--- config.mk ---
export PLATFORM = sky130hd
export DESIGN_NAME = note_tone_gen
export DESIGN_NICKNAME = d
export VERILOG_FILES = /design/src/rtl/note_tone_gen.sv
export SDC_FILE = /design/constraint.sdc
export NUM_CORES = 1
export LEC_CHECK = 0
export CAP_MARGIN = 40
export CORE_MARGIN = 1
export CORE_UTILIZATION = 55
export DETAILED_ROUTE_END_ITERATION = 10
export PLACE_DENSITY = 0.73
export SYNTH_ARGS = -nofsm -noshare
export SYNTH_HDL_FRONTEND = slang
export SYNTH_SLANG_ARGS = --single-unit
--- constraint.sdc ---
create_clock -name clk -period 5.2 [get_ports clk]
set_input_delay 0.52 -clock clk [delete_from_list [all_inputs] [get_ports clk]]
set_output_delay 0.52 -clock clk [all_outputs]
set_load 0.03 [all_outputs]
--- src/rtl/note_tone_gen.sv ---
// Square-wave buzzer tone generator: maps a 4-bit note code to a half-period
// count and toggles speaker, switching notes or stopping only on safe boundaries.
module note_tone_gen #(
    parameter int CLK_HZ = 12_000_000,
    parameter int CNT_W  = 24
) (
    input  logic             clk,
    input  logic             reset,
    input  logic             sound_en,
    input  logic [3:0]       note_sel,
    output logic             speaker,
    output logic             active,
    output logic [3:0]       cur_note
);

    typedef enum logic [0:0] {
        S_IDLE = 1'b0,
        S_TONE = 1'b1
    } state_t;

    // Half-period in clocks for a note code; code 15 (silence) maps to 0.
    function automatic logic [CNT_W-1:0] half_of(input int code);
        int f;
        int h;
        case (code)
            32'sd0:  f = 32'sd262;
            32'sd1:  f = 32'sd294;
            32'sd2:  f = 32'sd330;
            32'sd3:  f = 32'sd349;
            32'sd4:  f = 32'sd392;
            32'sd5:  f = 32'sd440;
            32'sd6:  f = 32'sd494;
            32'sd7:  f = 32'sd523;
            32'sd8:  f = 32'sd587;
            32'sd9:  f = 32'sd659;
            32'sd10: f = 32'sd698;
            32'sd11: f = 32'sd784;
            32'sd12: f = 32'sd880;
            32'sd13: f = 32'sd988;
            32'sd14: f = 32'sd1047;
            default: f = 32'sd0;
        endcase
        if (f == 32'sd0) begin
            h = 32'sd0;
        end else begin
            h = CLK_HZ / (32'sd2 * f);
            if (h < 32'sd2) begin
                h = 32'sd2;
            end else begin
                h = h;
            end
        end
        return CNT_W'(h);
    endfunction

    logic [CNT_W-1:0] half_tab_s [16];

    for (genvar g = 0; g < 16; g++) begin : g_half_tab
        assign half_tab_s[g] = half_of(g);
    end

    state_t           state_r,    state_s;
    logic [CNT_W-1:0] cnt_r,      cnt_s;
    logic [CNT_W-1:0] half_r,     half_s;
    logic             speaker_r,  speaker_s;
    logic             active_r,   active_s;
    logic [3:0]       cur_note_r, cur_note_s;
    logic             play_req_s;
    logic             boundary_s;

    assign play_req_s = sound_en & (note_sel != 4'd15);
    assign boundary_s = (cnt_r == (half_r - CNT_W'(1)));

    // Next-state and next-output logic for the IDLE/TONE controller.
    always_comb begin
        state_s    = state_r;
        cnt_s      = cnt_r;
        half_s     = half_r;
        speaker_s  = speaker_r;
        active_s   = active_r;
        cur_note_s = cur_note_r;
        case (state_r)
            S_IDLE: begin
                if (play_req_s) begin
                    state_s    = S_TONE;
                    cnt_s      = {CNT_W{1'b0}};
                    half_s     = half_tab_s[note_sel];
                    speaker_s  = 1'b1;
                    active_s   = 1'b1;
                    cur_note_s = note_sel;
                end else begin
                    state_s = S_IDLE;
                end
            end
            S_TONE: begin
                if (boundary_s) begin
                    cnt_s = {CNT_W{1'b0}};
                    if (speaker_r && !play_req_s) begin
                        // A finished high half is the only place a high tone may stop.
                        speaker_s = 1'b0;
                        active_s  = 1'b0;
                        state_s   = S_IDLE;
                    end else begin
                        speaker_s = ~speaker_r;
                        if (play_req_s) begin
                            half_s     = half_tab_s[note_sel];
                            cur_note_s = note_sel;
                        end else begin
                            half_s = half_r;
                        end
                    end
                end else if (!speaker_r && !play_req_s) begin
                    // Low halves may be cut short without producing a narrow pulse.
                    state_s  = S_IDLE;
                    cnt_s    = {CNT_W{1'b0}};
                    active_s = 1'b0;
                end else begin
                    cnt_s = cnt_r + CNT_W'(1);
                end
            end
            default: begin
                state_s   = S_IDLE;
                cnt_s     = {CNT_W{1'b0}};
                speaker_s = 1'b0;
                active_s  = 1'b0;
            end
        endcase
    end

    // State and output registers with synchronous reset.
    always_ff @(posedge clk) begin
        if (reset) begin
            state_r    <= S_IDLE;
            cnt_r      <= {CNT_W{1'b0}};
            half_r     <= {CNT_W{1'b0}};
            speaker_r  <= 1'b0;
            active_r   <= 1'b0;
            cur_note_r <= 4'd0;
        end else begin
            state_r    <= state_s;
            cnt_r      <= cnt_s;
            half_r     <= half_s;
            speaker_r  <= speaker_s;
            active_r   <= active_s;
            cur_note_r <= cur_note_s;
        end
    end

    assign speaker  = speaker_r;
    assign active   = active_r;
    assign cur_note = cur_note_r;

endmodule

Yosys cells after proc, flatten, opt, wreduce, memory -nomap -nowiden
Memory sizes are Yosys's and may differ from the RTL's.
Cells that the tools add are included.

storage, ports and cells
  register bits = 55
  bits in latches = 0
  memory bits (writable) = 0
  bits in read-only memories = 384
  input bits = 7
  word-level logic and storage cells = 55
  memories = 1

memory list
  memory           words  width  rd ports  clocked after Yosys merged registers in  write ports  RTL line  source
  (no name shown)  16     24     1         0                                        0            106       half_s = half_tab_s[note_sel];

operators by class
  add/sub/neg operators = 2
  $mul = 0
  div/mod/pow operators = 0
  order comparisons = 1
  eq/ne operators = 7
  shift operators = 0
  multiplexer cells = 27
  bitwise logic cells = 4
  reduce and logical (&&, ||, !) cells = 7

operator list
  kind                                                                   number
  24-bit two-way mux                                                     8
  24-bit one-hot mux with 2 select lines                                 2
  24-bit by 1-bit adder with 24-bit output (second input constant)       1
  24-bit equality test                                                   1
  24-bit by 1-bit subtractor with 24-bit output (second input constant)  1
  4-bit two-way mux                                                      3
  1-bit two-way mux                                                      10
  4-bit one-hot mux with 2 select lines                                  1
  1-bit one-hot mux with 2 select lines                                  3
  5-bit greater-or-equal comparator (second input constant)              1
  4-bit inverter with 5-bit output                                       1
  2-bit != test (second input constant)                                  2
  4-bit != test (second input constant)                                  1
  2-bit AND reduction                                                    2
  3-bit by 1-bit != test with 1-bit output (second input constant)       1
  3-bit by 2-bit != test with 1-bit output (second input constant)       1
  3-bit AND reduction                                                    1
  1-bit logical AND                                                      2
  1-bit logical NOT                                                      2
  2-bit by 1-bit != test with 1-bit output (second input constant)       1
  1-bit inverter                                                         2
  1-bit bitwise AND                                                      1

Depth between registers and ports, before layout
Gate-level depths: netlist (run 1).

  depth in word-level cells = 8
  mapped depth = 13

Worst setup path before layout (run 1)
No wires, ideal clock.

  path type = reg-to-reg
  from = register half_r[0]
  to = register cur_note_r[3], in the netlist cur_note[3]
  library setup time = 0.095 ns
  arrival = 2.703 ns
  data required time = 5.105 ns
  slack = 2.401 ns
  stages on the path, launching flop included = 13
  period minus slack after synthesis = 2.799 ns
  path through = dfxtp_1 -> clkbuf_1 -> inv_1 -> ha_1 -> or3b_2 -> nand4bb_1 -> mux2i_1 -> nand3_1 -> a2111o_1 -> or2_1 -> buf_6 -> buf_6 -> o311ai_1

between the ends
  longest elaborated chain between the ends = 4

ends and longest elaborated chain
  element                                             RTL line  source
  start, declared                                     64        logic [CNT_W-1:0] half_r, half_s;
  start signal, assigned                              135       half_r <= {CNT_W{1'b0}};
  start signal, assigned                              142       half_r <= half_s;
  24-bit by 1-bit subtractor with 24-bit output       72        assign boundary_s = (cnt_r == (half_r - CNT_W'(1)));
  24-bit equality test                                72
  2-bit by 1-bit != test with 1-bit output (no line)  -
  2-bit AND reduction (no line)                       -
  end signal, assigned                                145       cur_note_r <= cur_note_s;
  end, declared                                       67        logic [3:0] cur_note_r, cur_note_s;

Every way passes these cells.
A chain may end at the register's enable or synchronous reset.

Worst setup path after layout (run 1)
  from = register half_r[0]
  to = register cur_note_r[0], in the netlist cur_note[0]

The elaborated chain is that of the path after synthesis.

==> results of run 1 <==
[metrics by stage]
step                total power, W  area, um^2  cells  hold WS, ns  worst slack, ns
finish                    0.000873        3670    511        0.543             1.56
global route              0.000918        3670    511        0.574             1.28
CTS                       0.000875        3670    511        0.542             1.59
detailed placement        0.000642        3580    503        0.523             1.63
global placement          0.000635        3570    502        0.513             1.77
floorplan                 0.000583        3510    454        0.499             2.40
[power groups by stage]
| stage | registers [W] | logic, W | clock network, W |
|---|---|---|---|
| 2_1_floorplan | 0.000394 | 0.000189 | 0 |
| 3_3_place_gp | 0.000400 | 0.000235 | 0 |
| 3_5_place_dp | 0.000401 | 0.000240 | 0 |
| 4_1_cts | 0.000393 | 0.000241 | 0.000241 |
| 5_1_grt | 0.000396 | 0.000268 | 0.000255 |
| 6_report | 0.000394 | 0.000244 | 0.000235 |
[cell usage in the layout (no fill, tap or decap), drive strengths merged, types with 7 or more instances in the layout]
cell type,n
ha,10
nand2b,7
nor2,33
o311ai,11
mux2i,8
nand3,22
xor2,19
o2111ai,19
inv,13
a31oi,16
o21ai,14
clkdlybuf4s50,12
nand4,12
xnor2,22
nand2,32
nor3,9
nor4,13
a21oi,32
dfxtp,46
buf,8
[cells in the mapped netlist, types with 3 or more instances]
master / number / area share [%]
or4_1: 5 / 1.1
o311ai_0: 9 / 2.2
a211oi_1: 4 / 0.86
o211ai_1: 5 / 1.1
o21ai_0: 14 / 2.0
nor4b_1: 3 / 0.75
buf_6: 3 / 0.96
buf_1: 5 / 0.53
xor2_1: 19 / 4.7
nand3_1: 22 / 3.1
a32oi_1: 4 / 1.0
a31oi_1: 16 / 2.9
clkbuf_1: 31 / 3.3
o2111ai_1: 19 / 4.7
a21oi_1: 32 / 4.6
nor4_1: 12 / 2.1
buf_2: 7 / 1.0
and3_1: 6 / 1.1
dfxtp_1: 46 / 26
a22oi_1: 3 / 0.64
mux2i_1: 8 / 2.3
xnor2_1: 22 / 5.5
nor3_1: 9 / 1.3
ha_1: 10 / 3.6
nand4_1: 12 / 2.1
and4_1: 5 / 1.2
nand2_1: 32 / 3.4
nor2_1: 33 / 3.5
inv_1: 13 / 1.4
nand2b_1: 7 / 1.2
[flip-flops by register name, summed over array words and instances (netlist names)]
register / count
cnt_r: 24
half_r: 15
cur_note: 4
active: 1
speaker: 1
state_r: 1
[critical path: cells and delay by family, from the launching register on]
family / cells / cell delay (ns)
and+or+nand+nor: 4 / 1.33
AOI/OAI and AO/OA: 2 / 0.78
adders and majority gates: 1 / 0.50
DFF: 1 / 0.40
buffers and inverters: 2 / 0.32
muxes: 1 / 0.18
[kinds of logic after synthesis]
family,count (synthesis),share of synthesized area [%]
and+or+nand+nor,162,24.6
AOI/OAI and AO/OA,127,25.2
buffers and inverters,59,7.20
DFF,46,26.2
xor gates and xnor gates,41,10.2
adders and majority gates,10,3.57
muxes,9,2.92
[area by class of cell]
cell class,instances,area (um^2)
clock buffer,6,82.6
multi-input combinational,349,2340
clock inverter,2,12.5
timing repair buffer,20,180
tap,75,93.8
sequential,46,921
fill,566,2350
inverter,13,48.8
[metal layers]
metal | up-vias | part of all wire (%) | track usage, %
met5 | - | 0 | 0
met4 | 0 | 2.5 | 12.3
met3 | 22 | 5.5 | 3.78
met2 | 123 | 45 | 44.1
met1 | 1614 | 47 | 40.0
li1 | 1679 | - | -
[final timing paths]
kind               startpoint     endpoint  slack (ns)  depth (start not counted)
setup / recovery    half_r[0]  cur_note[0]        1.56                         10
setup reg to reg    half_r[0]  cur_note[0]        1.56                         10
hold reg to reg   cur_note[3]  cur_note[3]        0.54                          2
hold / removal    cur_note[3]  cur_note[3]        0.54                          2
==> results by group, run 1 <==
Worst setup path
  • CP Cell Sequence: inv_1, ha_1, or3b_2, nand4bb_1, mux2i_1, nand3_1, a2111o_1, buf_4, or2_1, o311ai_0
  • CP Class: flip-flop to flip-flop
  • Critical path startpoint category: flip-flop
  • Max incr delay on CP: 0.51 ns
  • CP Capture Type: flip-flop
  • WP data arrival: 3.84 ns
  • Slowest-stage cell, CP: or2_1
  • Worst-path fanout max: 30
  • CP required: 5.40 ns

Clock network
  • Num CTS Buffers: 5
  • Resized cells post-CTS: 0
  • CTS Hold Bufs: 0
  • Max Buffers Root-to-Sink: 2
  • Sink Count: 46
  • Clock root buffer: clkbuf_8
  • Clock Latency Late Sink: 0.31 ns
  • Post-CTS Setup Bufs: 0
  • CTS H-tree lvls: 2
  • CTS tree: yes
  • Reg clk slew, reported paths: 0.09 ns

STA
  • RSZ-0062 raised after global routing: false
  • Worst-Margin Slew: 0.874 ns
  • Worst slew margin: 41.6%
  • Setup Skew: 0.00432 ns
  • Fin Setup TNS: 0 ns
  • Max Freq: 275 MHz
  • Post-route minimum period: 3.64 ns
  • Final Hold Vio Count: 0
  • Fin crit share: 70.0%
  • Finish-stage setup viols: 0
  • Final Slew Violations: 0

Routing
  • Routed Antenna Nets: 0
  • WL/cell: 17.5 um
  • Routed wire length: 8.93 mm
  • Vias: 3438
  • DR vias/cell: 6.73
  • Iteration-0 DRC Markers: 254
  • Residual DRC: 0
  • Drt first pass iters: 5

Place
  • HPWL after DPL: 6.09 mm
  • IO Port Bufs: 12
  • GP Congestion: 0.902

Global route
  • Antenna violations before repair: 0
  • Largest net degree at the start of global routing: 32
  • First-pass GRT wire length: 15.0 mm
  • Vias in the first global route: 3041
  • Total GRT Usage: 28.8%
  • GRT Residual Overflow: 0

Yosys
  • Yosys reg bits: 46
  • Synth Instances: 454
  • Sequential fraction of the synthesis area: 26.2%
  • Yosys warning count: 0
  • Post-synthesis net count: 471
  • Mapped Area: 0.00351 mm^2
  • Syn_area_per_cell: 7.73 um^2
  • Post-synth ARST share: 0%
  • Yosys cell types: 59
  • Top_reg_cell synth: dfxtp_1
  • Post-synth EDFFs: 0

Pwr
  • P per Cell Area: 238 mW/mm^2
  • Worst VDD drop: 0.143 mV
  • NetSw: 0.000302 W
  • Pleak: 1.25 nW
  • Combinational fraction of design power: 28.0%
  • Clock power share: 27.0%
  • Sequential share of power: 45.1%
  • Int Pwr: 0.000571 W
  • Net Sw Frac: 34.6%

Status
  • Status: finished, final reports clean

Die
  • Initial Utilization: 58.2%
  • Die width: 81.9 um
  • Ports: 13
  • Core area: 0.00603 mm^2
  • Number of core rows: 28
  • DIE AREA: 0.00670 mm^2
  • Die height: 81.9 um

Finish
  • Net count, final: 452
  • Synth-to-Final Area Change: 4.71%
  • Antenna cells: 0
  • Share of cells above drive strength 1: 5.05%
  • Final core occ: 61.0%

Hold path
  • Class of the worst hold path: flip-flop to flip-flop

Run
  • Max-cap violations: 0
Power figures use the tool's default switching activity.
==> run 2: changes to the inputs <==
Clock period 5.2 ns to 3.8 ns, I/O delays scaled along.
==> run 2 against run 1 <==
  * Clock-buffer cell count is the same
  * Sequential power grew 37%
  * Setup slack lost 1.1 ns
  * Fmax grew 8.4%
  * Die area is the same
  * Clock skew is essentially flat
  * Hold slack gained 0.011 ns
  * Critical path depth shrank 1
  * Wire length shrank 0.94%
  * Highest routed layer unchanged
  * Combinational power grew 40%
==> results by group, run 2 (synthesized netlist as in run 1, its figures left out) <==
Clock network
  • CTS tree: yes
  • Clock Latency Late Sink: 0.30 ns
  • CTS Hold Bufs: 0
  • Resized cells post-CTS: 0
  • Num CTS Buffers: 5
  • CTS H-tree lvls: 2
  • Max Buffers Root-to-Sink: 2
  • Clock root buffer: clkbuf_8
  • Post-CTS Setup Bufs: 0
  • Reg clk slew, reported paths: 0.09 ns
  • Sink Count: 46

Worst setup path
  • CP Cell Sequence: inv_1, ha_1, or3b_2, nand4bb_1, mux2i_1, nand3_1, a2111o_1, or2_1, o311ai_0
  • Worst-path fanout max: 19
  • Crit path from: half_r[0]
  • CP required: 3.99 ns
  • Critical path startpoint category: flip-flop
  • WP buf/inv: 1
  • Worst r2r src: half_r[0]
  • CP delay by family, top: simple AND/OR/NAND/NOR gates
  • CP Capture Type: flip-flop
  • Slowest-stage cell, CP: or3b_2
  • CP Class: flip-flop to flip-flop
  • WP data arrival: 3.55 ns
  • Max incr delay on CP: 0.51 ns

Finish
  • Most frequent cells in the layout: dfxtp_1 (46), nor2_1 (33), nand2_1 (32), a21oi_1 (32)
  • Non-filler cells in the finished layout: 514
  • Share of cells above drive strength 1: 5.69%
  • Max reg flops: 24
  • Most flops, register: cnt_r
  • Net count, final: 456
  • Synth-to-Final Area Change: 6.06%
  • Commonest non-fill, non-tap cell in the layout: dfxtp_1
  • Antenna cells: 0

Die
  • Die height: 81.9 um
  • Number of core rows: 28
  • Core area: 0.00603 mm^2
  • Ports: 13
  • DIE AREA: 0.00670 mm^2
  • Die width: 81.9 um
  • Initial Utilization: 58.2%

STA
  • Setup Skew: 0.00409 ns
  • RSZ-0062 raised after global routing: false
  • Max Freq: 298 MHz
  • Worst slew margin: 52.6%
  • Fin Setup TNS: 0 ns
  • Final Hold Vio Count: 0
  • Post-route minimum period: 3.36 ns
  • Fin crit share: 88.4%
  • Final Slew Violations: 0
  • Setup slack after layout: 0.441 ns
  • Worst-Margin Slew: 0.707 ns
  • Finish-stage setup viols: 0

Global route
  • Antenna violations before repair: 0
  • Largest net degree at the start of global routing: 40
  • Vias in the first global route: 2966
  • First-pass GRT wire length: 14.8 mm
  • GRT Residual Overflow: 0
  • Total GRT Usage: 28.1%

Place
  • GP Congestion: 0.863
  • Pre-CTS setup slack: 0.458 ns
  • IO Port Bufs: 12
  • Placed insts: 507
  • HPWL after DPL: 6.00 mm

Pwr
  • P per Cell Area: 338 mW/mm^2
  • Pleak: 1.28 nW
  • Worst VDD drop: 0.225 mV
  • Final Power: 0.00126 W

Routing
  • Routed Antenna Nets: 0
  • WL/cell: 17.2 um
  • Residual DRC: 0
  • Vias: 3400
  • Drt first pass iters: 4
  • Iteration-0 DRC Markers: 274
  • DR vias/cell: 6.61
  • Routed wire length: 8.85 mm

Status
  • Status: finished, final reports clean

Hold path
  • Worst min-delay path startpoint: cur_note[3]
  • Class of the worst hold path: flip-flop to flip-flop

Run
  • Max-cap violations: 0
run 2: layout make-up:
type / count / area [um^2]
Sequential cell: 46 / 921
Multi-Input combinational cell: 349 / 2340
Tap cell: 75 / 93.8
Clock inverter: 1 / 30.0
Clock buffer: 6 / 82.6
Timing Repair Buffer: 24 / 210
Inverter: 13 / 48.8
Fill cell: 543 / 2300
run 2: per-stage QoR:
stage	hold WS [ns]	util, %	cell area, um^2
2_1_floorplan	0.499	-	3510
3_3_place_gp	0.513	59.9	3610
3_5_place_dp	0.530	59.9	3610
4_1_cts	0.553	61.8	3720
5_1_grt	0.596	61.8	3720
6_report	0.554	61.8	3720
run 2: report_power, final:
part,internal (W),switching [W]
registers,0.000502,0.0000370
clock network,0.000211,0.000167
logic,0.000136,0.000206
total,0.000848,0.000410
run 2: tightest hold or removal path, cell delays in order (launching register included):
cell and delay (ns):
dfxtp_1 0.36, a31oi_1 0.09, o311ai_1 0.07
run 2: worst paths after layout:
| check | end | slack, ns | depth (start not counted) |
|---|---|---|---|
| max | half_r[11] | 0.44 | 9 |
| min | cur_note[3] | 0.55 | 2 |
| max reg2reg | half_r[11] | 0.44 | 9 |
| min reg2reg | cur_note[3] | 0.55 | 2 |
run 2: routing by layer:
layer	vias up	global-route usage [%]	wire (um)
li1	1683	-	-
met1	1610	41.9	4370
met2	94	41.9	3970
met3	13	3.67	384
met4	0	7.37	119
met5	-	0	0
==> run 3: changes to the inputs <==
Settings changed: CAP_MARGIN 40 to unset.
==> results of run 3 <==
Final layout, timing and power as in run 2 (identical DEF).
